--- src/rtl/da2_pkg.sv ---
// Shared types and constants for the Pmod DA2 dual-DAC transmitter.
package da2_pkg;

  localparam int unsigned DA2_FRAME_W = 16;
  localparam int unsigned DA2_DATA_W  = 12;
  localparam int unsigned DA2_PD_W    = 2;

  typedef enum logic [1:0] {
    IDLE  = 2'd0,
    SHIFT = 2'd1,
    GAP   = 2'd2
  } da2_state_e;

  typedef enum logic [DA2_PD_W-1:0] {
    PD_NORMAL = 2'b00,
    PD_1K     = 2'b01,
    PD_100K   = 2'b10,
    PD_HIZ    = 2'b11
  } da2_pd_e;

  // On-wire DAC121S101 frame, MSB first.
  typedef struct packed {
    logic [1:0]            rsvd;
    da2_pd_e               pd;
    logic [DA2_DATA_W-1:0] code;
  } da2_frame_t;

  // Assemble one channel's frame from a power-down mode and a code.
  function automatic da2_frame_t da2_frame(input da2_pd_e pd, input logic [DA2_DATA_W-1:0] code);
    da2_frame_t f;
    f.rsvd = 2'b00;
    f.pd   = pd;
    f.code = code;
    return f;
  endfunction

endpackage

--- src/rtl/da2_sclk_gen.sv ---
// SCLK generator: half-period counter, SCLK register, edge strobes and
// terminal flag on the 16th rising transition of a frame.
module da2_sclk_gen
  import da2_pkg::*;
#(
  parameter int unsigned SCLK_HALF = 2
) (
  input  logic clk,
  input  logic rst,
  input  logic en_i,
  output logic sclk_o,
  output logic rise_c,
  output logic fall_c,
  output logic term_c
);

  localparam int unsigned CNT_W = (SCLK_HALF > 1) ? $clog2(SCLK_HALF) : 1;
  localparam int unsigned BIT_W = $clog2(DA2_FRAME_W);

  logic [CNT_W-1:0] cnt_q, cnt_d;
  logic [BIT_W-1:0] bit_q, bit_d;
  logic             sclk_q, sclk_d;
  logic             half_end;

  assign half_end = en_i && (cnt_q == CNT_W'(SCLK_HALF - 1));
  assign rise_c   = half_end && !sclk_q;
  assign fall_c   = half_end && sclk_q;
  assign term_c   = rise_c && (bit_q == BIT_W'(DA2_FRAME_W - 1));
  assign sclk_o   = sclk_q;

  // Next-state: idle holds SCLK high, enabled toggles every SCLK_HALF cycles.
  always_comb begin
    cnt_d  = cnt_q;
    bit_d  = bit_q;
    sclk_d = sclk_q;
    if (!en_i) begin
      cnt_d  = '0;
      bit_d  = '0;
      sclk_d = 1'b1;
    end else if (half_end) begin
      cnt_d  = '0;
      sclk_d = !sclk_q;
      if (!sclk_q) begin
        bit_d = bit_q + BIT_W'(1);
      end
    end else begin
      cnt_d = cnt_q + CNT_W'(1);
    end
  end

  // State registers.
  always_ff @(posedge clk) begin
    if (rst) begin
      cnt_q  <= '0;
      bit_q  <= '0;
      sclk_q <= 1'b1;
    end else begin
      cnt_q  <= cnt_d;
      bit_q  <= bit_d;
      sclk_q <= sclk_d;
    end
  end

endmodule

--- src/rtl/da2_dual_tx.sv ---
// Pmod DA2 transmitter: two DAC121S101 frames shifted out in lockstep on
// shared SCLK/SYNC with separate DINA/DINB.
// Build option: define DA2_PD_EN to add the pdMode port (frame bits 13:12);
// otherwise the power-down bits are fixed at normal operation.
module da2_dual_tx
  import da2_pkg::*;
#(
  parameter int unsigned SCLK_HALF = 2,
  parameter int unsigned GAP_CYC   = 4
) (
  input  logic                  clk,
  input  logic                  rst,
  input  logic                  update,
  input  logic [DA2_DATA_W-1:0] data0,
  input  logic [DA2_DATA_W-1:0] data1,
`ifdef DA2_PD_EN
  input  logic [DA2_PD_W-1:0]   pdMode,
`endif
  output logic                  busy,
  output logic                  done,
  output logic                  SCLK,
  output logic                  SYNC,
  output logic                  DINA,
  output logic                  DINB
);

  localparam int unsigned GAP_W = (GAP_CYC > 1) ? $clog2(GAP_CYC) : 1;
  localparam int unsigned SH_W  = DA2_FRAME_W - 1;

  da2_state_e             state_q, state_d;
  logic [SH_W-1:0]        sh_a_q, sh_a_d, sh_b_q, sh_b_d;
  logic                   din_a_q, din_a_d, din_b_q, din_b_d;
  logic                   sync_q, sync_d;
  logic                   busy_q, busy_d;
  logic                   done_q, done_d;
  logic [GAP_W-1:0]       gap_q, gap_d;

  da2_pd_e                pd_c;
  logic [DA2_FRAME_W-1:0] frame_a_c, frame_b_c;
  logic                   sclk_en_c, sclk_rise, sclk_fall, sclk_term;

`ifdef DA2_PD_EN
  assign pd_c = da2_pd_e'(pdMode);
`else
  assign pd_c = PD_NORMAL;
`endif

  assign frame_a_c = da2_frame(pd_c, data0);
  assign frame_b_c = da2_frame(pd_c, data1);
  assign sclk_en_c = (state_q == SHIFT);

  da2_sclk_gen #(.SCLK_HALF(SCLK_HALF)) u_sclk (
    .clk    (clk),
    .rst    (rst),
    .en_i   (sclk_en_c),
    .sclk_o (SCLK),
    .rise_c (sclk_rise),
    .fall_c (sclk_fall),
    .term_c (sclk_term)
  );

  // Sanity: a single cycle can never carry both SCLK transitions.
  always_comb begin
    if (sclk_rise) begin
      assert (!sclk_fall);
    end
  end

  // Next-state and output decode for IDLE -> SHIFT -> GAP.
  always_comb begin
    state_d = state_q;
    sh_a_d  = sh_a_q;
    sh_b_d  = sh_b_q;
    din_a_d = din_a_q;
    din_b_d = din_b_q;
    sync_d  = sync_q;
    busy_d  = busy_q;
    done_d  = 1'b0;
    gap_d   = gap_q;
    case (state_q)
      IDLE: begin
        if (update) begin
          sh_a_d  = frame_a_c[SH_W-1:0];
          sh_b_d  = frame_b_c[SH_W-1:0];
          din_a_d = frame_a_c[DA2_FRAME_W-1];
          din_b_d = frame_b_c[DA2_FRAME_W-1];
          sync_d  = 1'b0;
          busy_d  = 1'b1;
          state_d = SHIFT;
        end
      end
      SHIFT: begin
        if (sclk_term) begin
          sync_d  = 1'b1;
          din_a_d = 1'b0;
          din_b_d = 1'b0;
          done_d  = 1'b1;
          gap_d   = '0;
          state_d = GAP;
        end else if (sclk_rise) begin
          din_a_d = sh_a_q[SH_W-1];
          din_b_d = sh_b_q[SH_W-1];
          sh_a_d  = {sh_a_q[SH_W-2:0], 1'b0};
          sh_b_d  = {sh_b_q[SH_W-2:0], 1'b0};
        end
      end
      GAP: begin
        if (gap_q == GAP_W'(GAP_CYC - 1)) begin
          busy_d  = 1'b0;
          state_d = IDLE;
        end else begin
          gap_d = gap_q + GAP_W'(1);
        end
      end
      default: begin
        state_d = IDLE;
      end
    endcase
  end

  // State and output registers.
  always_ff @(posedge clk) begin
    if (rst) begin
      state_q <= IDLE;
      sh_a_q  <= '0;
      sh_b_q  <= '0;
      din_a_q <= 1'b0;
      din_b_q <= 1'b0;
      sync_q  <= 1'b1;
      busy_q  <= 1'b0;
      done_q  <= 1'b0;
      gap_q   <= '0;
    end else begin
      state_q <= state_d;
      sh_a_q  <= sh_a_d;
      sh_b_q  <= sh_b_d;
      din_a_q <= din_a_d;
      din_b_q <= din_b_d;
      sync_q  <= sync_d;
      busy_q  <= busy_d;
      done_q  <= done_d;
      gap_q   <= gap_d;
    end
  end

  assign busy = busy_q;
  assign done = done_q;
  assign SYNC = sync_q;
  assign DINA = din_a_q;
  assign DINB = din_b_q;

endmodule

--- config.mk ---
export PLATFORM = sky130hd
export DESIGN_NAME = da2_dual_tx
export DESIGN_NICKNAME = d
export VERILOG_FILES = /design/src/rtl/da2_pkg.sv /design/src/rtl/da2_sclk_gen.sv /design/src/rtl/da2_dual_tx.sv
export SDC_FILE = /design/constraint.sdc
export NUM_CORES = 1
export LEC_CHECK = 0
export ABC_AREA = 1
export BUFFER_PORTS_ARGS = -buffer_cell sky130_fd_sc_hd__buf_2
export CORE_ASPECT_RATIO = 0.8
export CORE_MARGIN = 2
export CORE_UTILIZATION = 40
export DETAILED_ROUTE_END_ITERATION = 16
export GPL_ROUTABILITY_DRIVEN = 0
export REMOVE_ABC_BUFFERS = 1
export SLEW_MARGIN = 10
export SYNTH_ARGS = -nofsm -noshare
export SYNTH_HDL_FRONTEND = slang
export SYNTH_SLANG_ARGS = --single-unit
export TNS_END_PERCENT = 5
--- constraint.sdc ---
create_clock -name clk -period 2 [get_ports clk]
set_clock_uncertainty 0.1 [all_clocks]
set_input_delay 0.4 -clock clk [delete_from_list [all_inputs] [get_ports clk]]
set_output_delay 0.4 -clock clk [all_outputs]
set_load 0.02 [all_outputs]
Word level (Yosys, flattened, before mapping)
Index checks and enable logic that the tools add are counted.
{"block": "op_classes", "add_sub_neg": 3, "eq_ne": 11, "muxes": 28, "n_bitwise": 2, "reduce_logical": 17}
{"operator": "$mux 15", "count": 6}
{"operator": "$pmux 15 s2", "count": 2}
{"operator": "$reduce_and 3->1", "count": 5}
{"operator": "$ne 2x2->1 const B", "count": 6}
{"operator": "$mux 2", "count": 5}
{"operator": "$mux 1", "count": 9}
{"operator": "$pmux 1 s2", "count": 4}
{"operator": "$pmux 2 s3", "count": 1}
{"operator": "$reduce_bool 2->1", "count": 3}
{"operator": "$add 4x1->4 const B", "count": 1}
{"operator": "$eq 2x2->1 const B", "count": 2}
{"operator": "$eq 4x4->1 const B", "count": 1}
{"operator": "$pmux 2 s2", "count": 1}
{"operator": "$reduce_and 4->1", "count": 1}
{"operator": "$logic_and 1x1->1", "count": 3}
{"operator": "$ne 3x3->1 const B", "count": 1}
{"operator": "$reduce_or 3->1", "count": 1}
{"operator": "$add 2x1->2 const B", "count": 1}
{"operator": "$eq 2x1->1 const B", "count": 1}
{"operator": "$logic_not 2->1", "count": 1}
{"operator": "$not 1->1", "count": 2}
{"operator": "$reduce_and 2->1", "count": 1}
{"operator": "$reduce_or 2->1", "count": 1}
{"operator": "$add 1x1->1 const B", "count": 1}
{"operator": "$logic_not 1->1", "count": 1}
{"block": "totals", "ff_bits": 45, "inputBits": 27, "output_inout_bits": 6, "wordCells": 73}

Depth between registers and ports, before layout
{"block": "logic_depth", "word_depth": 6, "ltp_mapped": 9, "ltp_nobuf": 8}

Modules after synthesis
Synthesis repeated with hierarchy kept, for this count alone.
{"block": "hier_totals", "cells_unflattened": 338, "hier_area_um2": 2179.6}
{"module": "da2_dual_tx", "instances": 1, "cells_per_inst": 298, "area_each_um2": 1894.3, "seq_area_each_um2": 780.7}
{"module": "da2_sclk_gen", "instances": 1, "cells_per_inst": 40, "area_each_um2": 285.3, "seq_area_each_um2": 120.1}

Least setup slack after synthesis
OpenSTA, ideal clock, no wires.
{"block": "synth_timing", "path_type": "register to register", "from": "register u_sclk.sclk_q (netlist: u_sclk.sclk_o)", "to": "register sh_a_q[10]", "t_arrival_ns": 1.232, "setup_slack_ns": 0.555, "path_stages_with_launch": 9, "n_path_buf": 1, "path_cell_list": "dfxtp_1 inv_1 nand4_2 nand2_2 nand2_4 inv_4 buf_6 nor2_1 nor2_1"}
{"block": "synth_via", "elab_chain_cells": 5}
{"item": "start: declaration", "line_no": "da2_sclk_gen.sv:22", "source": "logic sclk_q, sclk_d;"}
{"item": "start signal: assignment", "line_no": "da2_sclk_gen.sv:60", "source": "sclk_q <= sclk_d;"}
{"item": "$logic_not 1->1 (*)", "line_no": "da2_sclk_gen.sv:26", "source": "assign rise_c = half_end && !sclk_q;"}
{"item": "$logic_and 1x1->1 (*)", "line_no": "da2_sclk_gen.sv:26"}
{"item": "$logic_and 1x1->1", "line_no": "da2_sclk_gen.sv:28", "source": "assign term_c = rise_c && (bit_q == BIT_W'(DA2_FRAME_W - 1));"}
{"item": "$ne 2x2->1 (no line)"}
{"item": "$reduce_and 4->1 (no line) (*)"}
{"item": "end signal: assignment", "line_no": "da2_dual_tx.sv:125", "source": "sh_a_q <= '0;"}
{"item": "end signal: assignment", "line_no": "da2_dual_tx.sv:135", "source": "sh_a_q <= sh_a_d;"}
{"item": "end: declaration", "line_no": "da2_dual_tx.sv:31", "source": "logic [SH_W-1:0] sh_a_q, sh_a_d, sh_b_q, sh_b_d;"}
Every way passes the cells marked *; elsewhere a longest branch is shown, timed or not.
A chain may end at the register's enable or synchronous reset.

Final worst setup path
{"block": "layout_timing", "from": "register state_q[1]", "to": "register sh_b_q[8]"}
{"block": "layout_via", "elab_chain_cells": 6}
{"item": "start: declaration", "line_no": "da2_dual_tx.sv:30", "source": "da2_state_e state_q, state_d;"}
{"item": "start signal: assignment", "line_no": "da2_dual_tx.sv:134", "source": "state_q <= state_d;"}
{"item": "$eq 2x1->1", "line_no": "da2_dual_tx.sv:50, da2_dual_tx.sv:80"}
{"item": "$logic_and 1x1->1", "line_no": "da2_sclk_gen.sv:25", "source": "assign half_end = en_i && (cnt_q == CNT_W'(SCLK_HALF - 1));"}
{"item": "$logic_and 1x1->1", "line_no": "da2_sclk_gen.sv:26"}
{"item": "$logic_and 1x1->1", "line_no": "da2_sclk_gen.sv:28"}
{"item": "$ne 2x2->1 (no line)"}
{"item": "$reduce_and 4->1 (no line)"}
{"item": "end signal: assignment", "line_no": "da2_dual_tx.sv:126", "source": "sh_b_q <= '0;"}
{"item": "end signal: assignment", "line_no": "da2_dual_tx.sv:136", "source": "sh_b_q <= sh_b_d;"}
{"item": "end: declaration", "line_no": "da2_dual_tx.sv:31"}
Parallel ways exist; a longest one is shown, timed or not.

==> results.rst <==
.. list-table::
   :header-rows: 1

   * - Metric
     - Value
   * - Die Wd
     - 87.3 microns
   * - TritonCTS sink count
     - 45
   * - Share of total power in the clock network
     - 0.302
   * - Count of buffers inserted at the top-level ports
     - 32
   * - Post-CTS resize count
     - 0
   * - Final critical-path required period
     - 1.63 ns
   * - Number of rows in the core area
     - 24
   * - Switching part of the total
     - 0.273
   * - Crit path capture type
     - flop
   * - Path category of the worst min-delay check
     - in -> reg
   * - Via density per instance
     - ~4.5
   * - Setup_tns
     - 0 ns
   * - Total Routing Usage GR
     - 0.152
   * - Top Ports
     - 33
   * - Post-synthesis cell type count
     - 23
   * - Hpwl dp
     - 2990 microns
   * - Max FO, Critical Path
     - 25
   * - Run status
     - finished clean
   * - Data arrival time of the worst path
     - 1.75 ns
   * - Vias in the first global route
     - 1,709
   * - Logic gate share of total power
     - 0.155
   * - Max-slew violations
     - 0
   * - Die outline height
     - 70.6 microns
   * - Max Fclk
     - between 600 and 700 MHz
   * - Routed wire length per instance
     - 10.5 microns
   * - Maxcap violations
     - 0
   * - Share of power burned in registers
     - 0.543
   * - Fillers
     - 582
   * - Drt pass-1 iters
     - 4
   * - Required time at the endpoint of the critical path
     - roughly 2.1 ns
   * - Clock Path Buffers
     - 2
   * - Clock tree from TritonCTS
     - done
   * - Reported leakage power
     - 1.17 nW
   * - Number of synthesis warnings
     - 0
   * - Synthesized area
     - roughly 2200 sq um
   * - Initial antenna violation count
     - 0
   * - Antenna fix cells
     - 0
   * - Root buffer cell
     - clkbuf_8
   * - Type of the worst setup path
     - reg -> reg
   * - Wire length the detailed router placed on met1
     - 2290 microns
   * - Seq cells post-synth
     - 45
   * - Final Worst Setup Slack
     - 0.371 ns
   * - Share of the clock period used by the worst path after layout
     - 0.814
   * - Synth Area per Inst
     - 6.67 sq um
   * - Internal
     - between 1 and 1.5 mW
   * - Total Routed Length
     - roughly 4500 microns
   * - Initial Util
     - 0.411
   * - Setup bufs post-CTS
     - 0
   * - Floorplan Core Area
     - 5410 sq um
   * - CP Launch Type
     - flop
   * - Cells after Synth
     - 333
   * - Iteration-0 DRC Markers
     - 72
   * - Pin count of the biggest net entering global routing
     - 26
   * - Via total after detailed routing
     - 1,933
   * - Syn-to-layout area delta
     - 11.4%
   * - Final setup violation count
     - 0
   * - Clock buffers created by TritonCTS
     - 5
   * - Area of the die
     - between 6000 and 7000 sq um
   * - Cts-stage hold buffer count
     - 0
   * - Power per Cell Area
     - 725 nW/um^2
   * - H-tree levels
     - 2
   * - Unrepaired setup endpoints after global routing
     - false
   * - Setup slack at placement
     - 0.370 ns
   * - CTS clk-pin slew, worst paths
     - 0.08 ns
   * - Final antenna-violating net count
     - 0
   * - NumNets Final
     - 390
   * - Met2 wire len
     - about 2000 microns
   * - Global-route wire length before repair
     - 7550 microns
   * - Sequential cell area fraction in the yosys report
     - 0.406
   * - Sum of overflow across all layers after global routing
     - 0
   * - DRC violation count after routing
     - 0
   * - Sum of met3 wire segment lengths after detailed routing
     - 147 microns
   * - Highest signal layer in the routed design
     - met4
   * - Slew margin rel.
     - 0.481
   * - Ratio of cells with drive above 1 in the final layout
     - 0.157
   * - Clock insertion delay at the later pin of the skew report
     - 0.29 ns
   * - Worst-margin pin slew
     - about 0.78 ns
   * - Worst-case vdd ir drop
     - 0.280 mV
   * - Hold Vio Cnt, Final
     - 0
   * - P_sw
     - 0.490 mW
synth_stat cells, drive strengths merged:
master  count  area (sq um)
nand2     117           452
buf        14           104
ha          2          25.0
inv        21          81.3
o21ai       2          10.0
a21oi      13          65.1
clkbuf      3          11.3
nor2       74           288
o211ai      1          7.51
nand3b     22           165
nand4       1          12.5
nand3      16          85.1
or2         2          12.5
dfxtp      45           901
layer usage:
layer  vias up  GRT usage
li1       1078          -
met1       830      0.206
met2        20      0.239
met3         5     0.0327
met4         0     0.0513
met5         -          0
critical path, cell delays in order (launching register included):
cell      delay (ns)
dfxtp_1         0.41
inv_2           0.07
nand2_1         0.20
buf_4           0.33
nand2_1         0.10
nand2_1         0.08
nand3b_1        0.10
nand2_1         0.05
nor2_1          0.12
power groups by stage:
stage	Sequential, mW	Clock, mW	Combinational, mW
2_1_floorplan	0.994	0	0.190
3_3_place_gp	0.994	0	0.278
3_5_place_dp	0.995	0	0.280
4_1_cts	0.974	0.571	0.281
5_1_grt	0.981	0.602	0.320
6_report	0.974	0.542	0.278
cell families (layout without fill, tap and decap cells):
group | Yosys count | after routing | share of synthesized area
AO/OA/AOI/OAI | 16 | 16 | 0.0372
adder cells (fa/ha/maj) | 2 | 2 | 0.0113
buffers and inverters | 38 | 67 | 0.0885
flip-flops | 45 | 45 | 0.406
AND/OR/NAND/NOR | 232 | 232 | 0.457
placed cells by master (no fill, tap or decap):
master,Yosys,routed
nand2_1,114,114
nor2_1,72,72
dfxtp_1,45,45
buf_2,8,32
nand3b_1,22,22
inv_1,18,18
nand3_1,15,15
a21oi_1,13,13
buf_4,1,6
clkbuf_8,0,5
inv_2,2,2
nand2_2,2,2
o21ai_0,2,2
or2_2,2,2
ha_1,2,2
clkinv_2,0,2
nand3_2,1,1
nor2_4,1,1
nand4_2,1,1
nand2_4,1,1
o211ai_1,1,1
inv_4,1,1
nor2_2,1,1
clkbuf_1,3,1
per-stage QoR:
step            util  cells  hold slack, ns  cell area [sq um]  power (mW)
2_1_floorplan      -    316           0.335               2100        1.18
3_3_place_gp   0.442    419           0.346               2390        1.27
3_5_place_dp   0.442    419           0.352               2390        1.27
4_1_cts        0.458    427           0.342               2470        1.83
5_1_grt        0.458    427           0.371               2470        1.90
6_report       0.458    427           0.352               2470        1.79
final timing paths:
check	startpoint	slack (ns)	cells after the start	end
setup / recovery	state_q[1]	0.37	8	sh_b_q[8]
hold / removal	data1[0]	0.35	5	sh_b_q[0]
setup reg to reg	state_q[1]	0.37	8	sh_b_q[8]
hold reg to reg	busy	0.36	2	busy
sequential cells by signal, summed over array words and instances (netlist names):
signal	count
DINA	1
DINB	1
SYNC	1
busy	1
done	1
gap_q	2
sh_a_q	15
sh_b_q	15
state_q	2
u_sclk.bit_q	4
u_sclk.cnt_q	1
u_sclk.sclk_o	1
cell type report:
type,instances,area (sq um),share of cell area
clock buffer,6,72.6,0.0293
timing repair buffer,38,205,0.0830
multi-input combinational,250,1120,0.454
tap,65,81.3,0.0329
inverter,21,81.3,0.0329
sequential,45,901,0.364
clock inverter,2,10.0,0.00405
(Power assumes the default switching activity.)
